--- src/rtl/uart_alu_interface.sv ---
// uart_alu_interface: collects operand A, operand B and opcode bytes from the
// UART receiver and presents them to a combinational ALU. It then registers the
// ALU result and hands it to the UART transmitter as a single byte. Bytes that
// arrive while a result is in flight are dropped. The next frame is not
// accepted until the transmitter reports done.
module uart_alu_interface #(
  parameter int NB_DATA = 8,
  parameter int NB_OP   = 6
) (
  input  logic               i_clk,
  input  logic               i_reset,
  input  logic [NB_DATA-1:0] i_rx_data,
  input  logic               i_rx_valid,
  input  logic [NB_DATA-1:0] i_alu_result,
  input  logic               i_tx_done,
  output logic [NB_DATA-1:0] o_alu_a,
  output logic [NB_DATA-1:0] o_alu_b,
  output logic [NB_OP-1:0]   o_alu_op,
  output logic [NB_DATA-1:0] o_tx_data,
  output logic               o_tx_start,
  output logic               o_busy
);

  typedef enum logic [2:0] {
    WAIT_A   = 3'd0,
    WAIT_B   = 3'd1,
    WAIT_OP  = 3'd2,
    EXEC     = 3'd3,
    START_TX = 3'd4,
    WAIT_TX  = 3'd5
  } state_t;

  state_t             state_q, state_d;
  logic [NB_DATA-1:0] alu_a_q, alu_a_d;
  logic [NB_DATA-1:0] alu_b_q, alu_b_d;
  logic [NB_OP-1:0]   alu_op_q, alu_op_d;
  logic [NB_DATA-1:0] tx_data_q, tx_data_d;
  logic               tx_start_q, tx_start_d;
  logic               busy_q, busy_d;

  // Next-state and datapath capture; every register holds its value unless its state acts on it.
  always_comb begin
    state_d    = state_q;
    alu_a_d    = alu_a_q;
    alu_b_d    = alu_b_q;
    alu_op_d   = alu_op_q;
    tx_data_d  = tx_data_q;
    tx_start_d = 1'b0;
    busy_d     = busy_q;
    case (state_q)
      WAIT_A: begin
        if (i_rx_valid) begin
          alu_a_d = i_rx_data;
          state_d = WAIT_B;
        end
      end
      WAIT_B: begin
        if (i_rx_valid) begin
          alu_b_d = i_rx_data;
          state_d = WAIT_OP;
        end
      end
      WAIT_OP: begin
        if (i_rx_valid) begin
          // Only the low opcode bits are meaningful; the rest of the byte is discarded.
          alu_op_d = i_rx_data[NB_OP-1:0];
          busy_d   = 1'b1;
          state_d  = EXEC;
        end
      end
      EXEC: begin
        // The operands have been stable on the ALU for a full cycle, so its result has settled.
        tx_data_d = i_alu_result;
        state_d   = START_TX;
      end
      START_TX: begin
        // The start flag is registered, so the pulse appears during the first WAIT_TX cycle.
        tx_start_d = 1'b1;
        state_d    = WAIT_TX;
      end
      WAIT_TX: begin
        // A byte that coincides with done is dropped because it was sampled in WAIT_TX.
        if (i_tx_done) begin
          busy_d  = 1'b0;
          state_d = WAIT_A;
        end
      end
      default: begin
        state_d = WAIT_A;
      end
    endcase
  end

  // State and output registers; reset abandons any frame or pending transmission at once.
  always_ff @(posedge i_clk or posedge i_reset) begin
    if (i_reset) begin
      state_q    <= WAIT_A;
      alu_a_q    <= '0;
      alu_b_q    <= '0;
      alu_op_q   <= '0;
      tx_data_q  <= '0;
      tx_start_q <= 1'b0;
      busy_q     <= 1'b0;
    end else begin
      state_q    <= state_d;
      alu_a_q    <= alu_a_d;
      alu_b_q    <= alu_b_d;
      alu_op_q   <= alu_op_d;
      tx_data_q  <= tx_data_d;
      tx_start_q <= tx_start_d;
      busy_q     <= busy_d;
    end
  end

  assign o_alu_a    = alu_a_q;
  assign o_alu_b    = alu_b_q;
  assign o_alu_op   = alu_op_q;
  assign o_tx_data  = tx_data_q;
  assign o_tx_start = tx_start_q;
  assign o_busy     = busy_q;

endmodule

--- config.mk ---
export PLATFORM = sky130hd
export DESIGN_NAME = uart_alu_interface
export DESIGN_NICKNAME = d
export VERILOG_FILES = /design/src/rtl/uart_alu_interface.sv
export SDC_FILE = /design/constraint.sdc
export NUM_CORES = 1
export LEC_CHECK = 0
export CELL_PAD_IN_SITES_DETAIL_PLACEMENT = 0
export CELL_PAD_IN_SITES_GLOBAL_PLACEMENT = 1
export CORE_MARGIN = 10
export CORE_UTILIZATION = 51
export CTS_BUF_LIST = sky130_fd_sc_hd__clkbuf_2
export DETAILED_ROUTE_END_ITERATION = 16
export DONT_BUFFER_PORTS = 1
export PLACE_DENSITY = 0.86
export SYNTH_ARGS = -nofsm -noshare
export SYNTH_HDL_FRONTEND = slang
export SYNTH_SLANG_ARGS = --single-unit
--- constraint.sdc ---
create_clock -name i_clk -period 1.5 [get_ports i_clk]
set_input_delay 0.3 -clock i_clk [delete_from_list [all_inputs] [get_ports i_clk]]
set_output_delay 0.3 -clock i_clk [all_outputs]
set_load 0.1 [all_outputs]
==> flow_summary.ini, run 1 <==
[status]
outcome = finished clean

[yosys]
ys_warn_count = 0
synthCells = 88
synth-seq-area-share_pct = 63.75
synth_edf_count = 0
synth-main-ff-cell = dfrtp_1
syn_area_per_cell_um2 = 15.61
synth-async-reset-ratio_pct = 100.0
ys_seq_elements = 35
synth_nets = 108
netlist_area_um2 = 1374
synth_cell_types = 18

[clock_tree]
clock_sinks = 35
insertion_delay_ps = 340
clockBufferDepth = 2
cts_made_buffers = 5
tritoncts = built
clk_pin_slew_ps = 150
root_buffer = clkbuf_2
htreeDepth = 2

[layout]
final_cell_mix = dfrtp_1, buf_4, mux2_2, clkbuf_2, buf_12
fillers = 184
area_growth_pct = 28.78
register_area_um2 = 878.3
post-route-util_pct = 70.14
insertedDiodeCount = 0
multi_input_area_um2 = 481.7
layout_commonest_cell = dfrtp_1
finish.instance_area_um2 = 1769
fin_nets = 150
drive_gt1_share_pct = 60.47

[worst_setup_path]
cp_cell_sequence = nand2b_4, nor3b_4, buf_12, mux2_2
path_max_fanout = 8
crit_cells = 4
cpPeakStageDelay_ps = 470
cp-end-kind = flop
crit_type = flop to flop
cpLargestDelayFamily = flip-flops
worst_path_max_delay_cell = dfrtp_2
critPathBufInv = 1
worst-r2r-cell-count = 4
startpoint_type = flop
required_ps = 1740
cp.arrival_ps = 1720

[timing]
fin_crit_sh_pct = 98.50
hold_violations = 0
slew_violations = 0
slew_headroom_pct = 71.50
worst_pin_slew_ps = 427.5
skew_ps = 5.655
post-route-min-period_ps = 1478
setup_violations = 0
fmax_ghz = 0.6768
rsz0062_at_grt = yes
fin_setup_tns_ps = 0

[drt]
ant_nets = 0
drt_pass1_iterations = 3
wl_per_cell_um = 18.48
viasPerCell = 5.296
drt_iter0_markers = 42
met2_length_um = 1643
vias = 842
drc = 0
wl_met3_um = 300
wl_met1_um = 971
finalWirelength_um = 2939
topRoutingLayerUsed = met4

[placed_design]
io_buffers = 0
dpl.hpwl_um = 2266
placedInstanceArea_um2 = 1714
place_congestion = 0.7347

[grt]
grtUsageTotal_pct = 11.11
grt_pass1_vias = 890
gr-total-overflow = 0
grt_pass1_wl_um = 4526
grt_antenna_before_repair = 0
grt_max_degree = 36

[floorplan]
core_um2 = 2522
io-pin-count = 52
start_util_pct = 54.46
row_count = 18
dieArea_um2 = 5170
die_h_um = 71.90
die_w_um = 71.90

[flow_run]
maxCapViolCount = 0

[hold_path]
hold_class = primary input to flop
worstHoldPathCells = 1
[metrics by stage]
step	hold WS [ps]	setup slack, ps	std cells
floorplan	450.6	98.59	88
global placement	302.5	63.36	151
detailed placement	315.5	-32.87	151
CTS	74.25	14.70	158
global route	54.05	-10.75	159
finish	98.97	22.44	159
[what timing repair did]
| item | in CTS | in global routing |
|---|---|---|
| setup buffers | 0 | 1 |
| hold buffers | 1 | 0 |
| gates resized for setup | 1 | 2 |
| endpoints found under the hold margin | 35 | 0 |
| endpoints found under the setup margin | 6 | 21 |
| pin swaps | 0 | 1 |
[flip-flops by register name (all words and copies together), names as in the netlist]
name and count:
o_alu_a 8, o_alu_b 8, o_alu_op 6, o_busy 1, o_tx_data 8, o_tx_start 1
state_q 3
[synth_stat cells, types with 2 or more instances]
library cell  instances  area share, %
nand2b_1              2           0.91
buf_2                 2           0.73
nor2_1                2           0.55
a21oi_1               2           0.73
mux2_2               30             25
o21ai_0               2           0.73
inv_1                 3           0.82
dfrtp_1              35             64
[cell type report]
type | instances | area share [%]
sequential | 35 | 49.65
inverter | 3 | 0.6365
timing repair buffer | 37 | 18.67
tap | 30 | 2.122
clock buffer | 6 | 1.697
multi-input combinational | 48 | 27.23
[metal layers]
metal | global-route usage [%] | vias to the layer above
met5 | 0 | -
met4 | 3.226 | 0
met3 | 6.803 | 4
met2 | 19.22 | 22
met1 | 10.83 | 423
li1 | - | 393
[final timing paths]
check                              from          end  slack [ps]
max                          state_q[2]   o_alu_b[7]          20
max in group asynchronous       i_reset   state_q[2]         690
min in group asynchronous       i_reset   o_alu_b[4]         490
max reg2reg                  state_q[2]   o_alu_b[7]          20
min                        i_rx_data[2]  o_alu_op[2]         100
min reg2reg                  state_q[2]   state_q[1]         530
[worst register-to-register path, stage by stage, from the launching register on]
cell      delay (ps)
dfrtp_2          470
nand2b_4         200
nor3b_4          220
buf_12           150
mux2_2           330
[logic make-up after synthesis]
logic type	count (synthesis)	share of synthesized area, %
muxes	30	24.59
AOI/OAI and AO/OA	5	2.186
and+or+nand+nor	13	7.925
DFF	35	63.75
buffers and inverters	5	1.548
Power of run 1 is not shown: default switching activity piles up to over one toggle a cycle in this logic, so the estimate is an artifact.
==> inputs of run 2 (changes only) <==
--- a/config.mk
+++ b/config.mk
@@ -12,7 +12,7 @@
 export CTS_BUF_LIST = sky130_fd_sc_hd__clkbuf_2
 export DETAILED_ROUTE_END_ITERATION = 16
 export DONT_BUFFER_PORTS = 1
-export PLACE_DENSITY = 0.86
+export PLACE_DENSITY_LB_ADDON = 0.1
 export SYNTH_ARGS = -nofsm -noshare
 export SYNTH_HDL_FRONTEND = slang
 export SYNTH_SLANG_ARGS = --single-unit
==> run 2 against run 1 <==
Register-to-register slack better by 60 ps; core utilization up 3.7 points; via count up 2.1%; die area stayed put; critical path depth decreased by 1; clock-buffer cell count fell by 1; wire length unchanged; highest routed layer unchanged.
==> flow_summary.ini, run 2 (synthesized netlist as in run 1, its figures left out) <==
[floorplan]
die_h_um = 71.90
core_um2 = 2522
row_count = 18
die_w_um = 71.90
io-pin-count = 52
dieArea_um2 = 5170
start_util_pct = 54.46

[grt]
gr-total-overflow = 0
grtUsageTotal_pct = 11.88
grt_max_degree = 36
grt_antenna_before_repair = 0
grt_pass1_wl_um = 4830
grt_pass1_vias = 936

[worst_setup_path]
cp_cell_sequence = nand2b_1, nor2_2, mux2_2
crit_type = flop to flop
r2r_start = state_q[0]
startpoint_type = flop
reg2reg_to = o_alu_op[1]
worst-r2r-cell-count = 3
worst_path_max_delay_cell = dfrtp_1
r2r_setup_slack_ps = 80
path_max_fanout = 6
required_ps = 1770
cp-end-kind = flop
cpPeakStageDelay_ps = 470
cp.arrival_ps = 1680

[timing]
fin_crit_sh_pct = 94.43
hold_violations = 0
fmax_ghz = 0.7060
rsz0062_at_grt = no
slew_headroom_pct = 71.47
fin_setup_tns_ps = 0
post-route-min-period_ps = 1416
worst_pin_slew_ps = 427.9
slew_violations = 0
setup_slack_ps = 83.62
skew_ps = 9.445
setup_violations = 0
hold-worst-slack_ps = 75.79

[drt]
drt_pass1_iterations = 2
ant_nets = 0
wl_per_cell_um = 17.92
finalWirelength_um = 2939
drt_iter0_markers = 25
drc = 0
viasPerCell = 5.244
vias = 860

[placed_design]
io_buffers = 0
place_congestion = 0.6897
placedInstanceArea_um2 = 1792
dpl.hpwl_um = 2325
pre_cts_slack_ps = 29.87

[clock_tree]
tritoncts = built
root_buffer = clkbuf_2
insertion_delay_ps = 350
cts_made_buffers = 5
clk_pin_slew_ps = 170
htreeDepth = 2
clock_sinks = 35
clockBufferDepth = 2

[hold_path]
hold_start = i_alu_result[6]
holdPathEnd = o_tx_data[6]
worstHoldPathCells = 1
hold_class = primary input to flop

[layout]
fillers = 173
layout_commonest_cell = dfrtp_1
drive_gt1_share_pct = 59.70
finish.instance_area_um2 = 1862
multi_input_area_um2 = 480.5
area_growth_pct = 35.52
final_cell_mix = dfrtp_1, buf_4, mux2_2, buf_12, clkbuf_2
fin_nets = 153
register_area_um2 = 877.1
insertedDiodeCount = 0

[status]
outcome = finished clean

[flow_run]
maxCapViolCount = 0
run 2: changes by cell type in the layout (fill, tap and decap cells not counted), sizes merged:
cell      delta
clkbuf       -1
buf          +3
clkinvlp     +1
clkinv       +2
run 2: timing repair:
| item | in CTS | in global routing |
|---|---|---|
| endpoints found under the hold margin | 35 | 0 |
| hold buffers | 1 | 0 |
| gates resized for setup | 0 | 2 |
| setup buffers | 0 | 2 |
| setup endpoints to repair | 0 | 16 |
run 2: metrics by stage:
step	util [%]	std cells
floorplan	-	88
global placement	71.03	153
detailed placement	71.03	153
CTS	73.02	162
global route	73.81	164
finish	73.81	164
run 2: area by class of cell:
class	count	area share, %
Timing Repair Buffer	40	22.31
Multi-Input combinational cell	48	25.81
Clock buffer	5	1.344
Tap cell	30	2.016
Sequential cell	35	47.11
Inverter	3	0.6048
Clock inverter	3	0.8064
run 2: critical path, delay by kind of cell (launching register included):
kind | cells | cell delay, ps
AND/OR/NAND/NOR | 2 | 490
flip-flops | 1 | 470
multiplexers | 1 | 380
run 2: worst max path at each step:
stage,slack [ps],endpoint,startpoint,depth (start not counted)
floorplan,100,o_alu_b[0],state_q[2],3
global placement,110,o_alu_op[2],state_q[1],3
detailed placement,30,o_alu_op[1],state_q[1],3
CTS,10,o_alu_op[1],state_q[1],3
global route,3,o_alu_b[7],state_q[2],4
finish,80,o_alu_op[1],state_q[0],3
run 2: layer usage:
metal / up-vias / GRT usage (%) / wire (um)
li1: 395 / - / -
met1: 429 / 12.02 / 1054
met2: 32 / 18.92 / 1497
met3: 4 / 9.388 / 374
met4: 0 / 2.581 / 13
met5: - / 0 / 0
Power of run 2 is left out for the same reason.
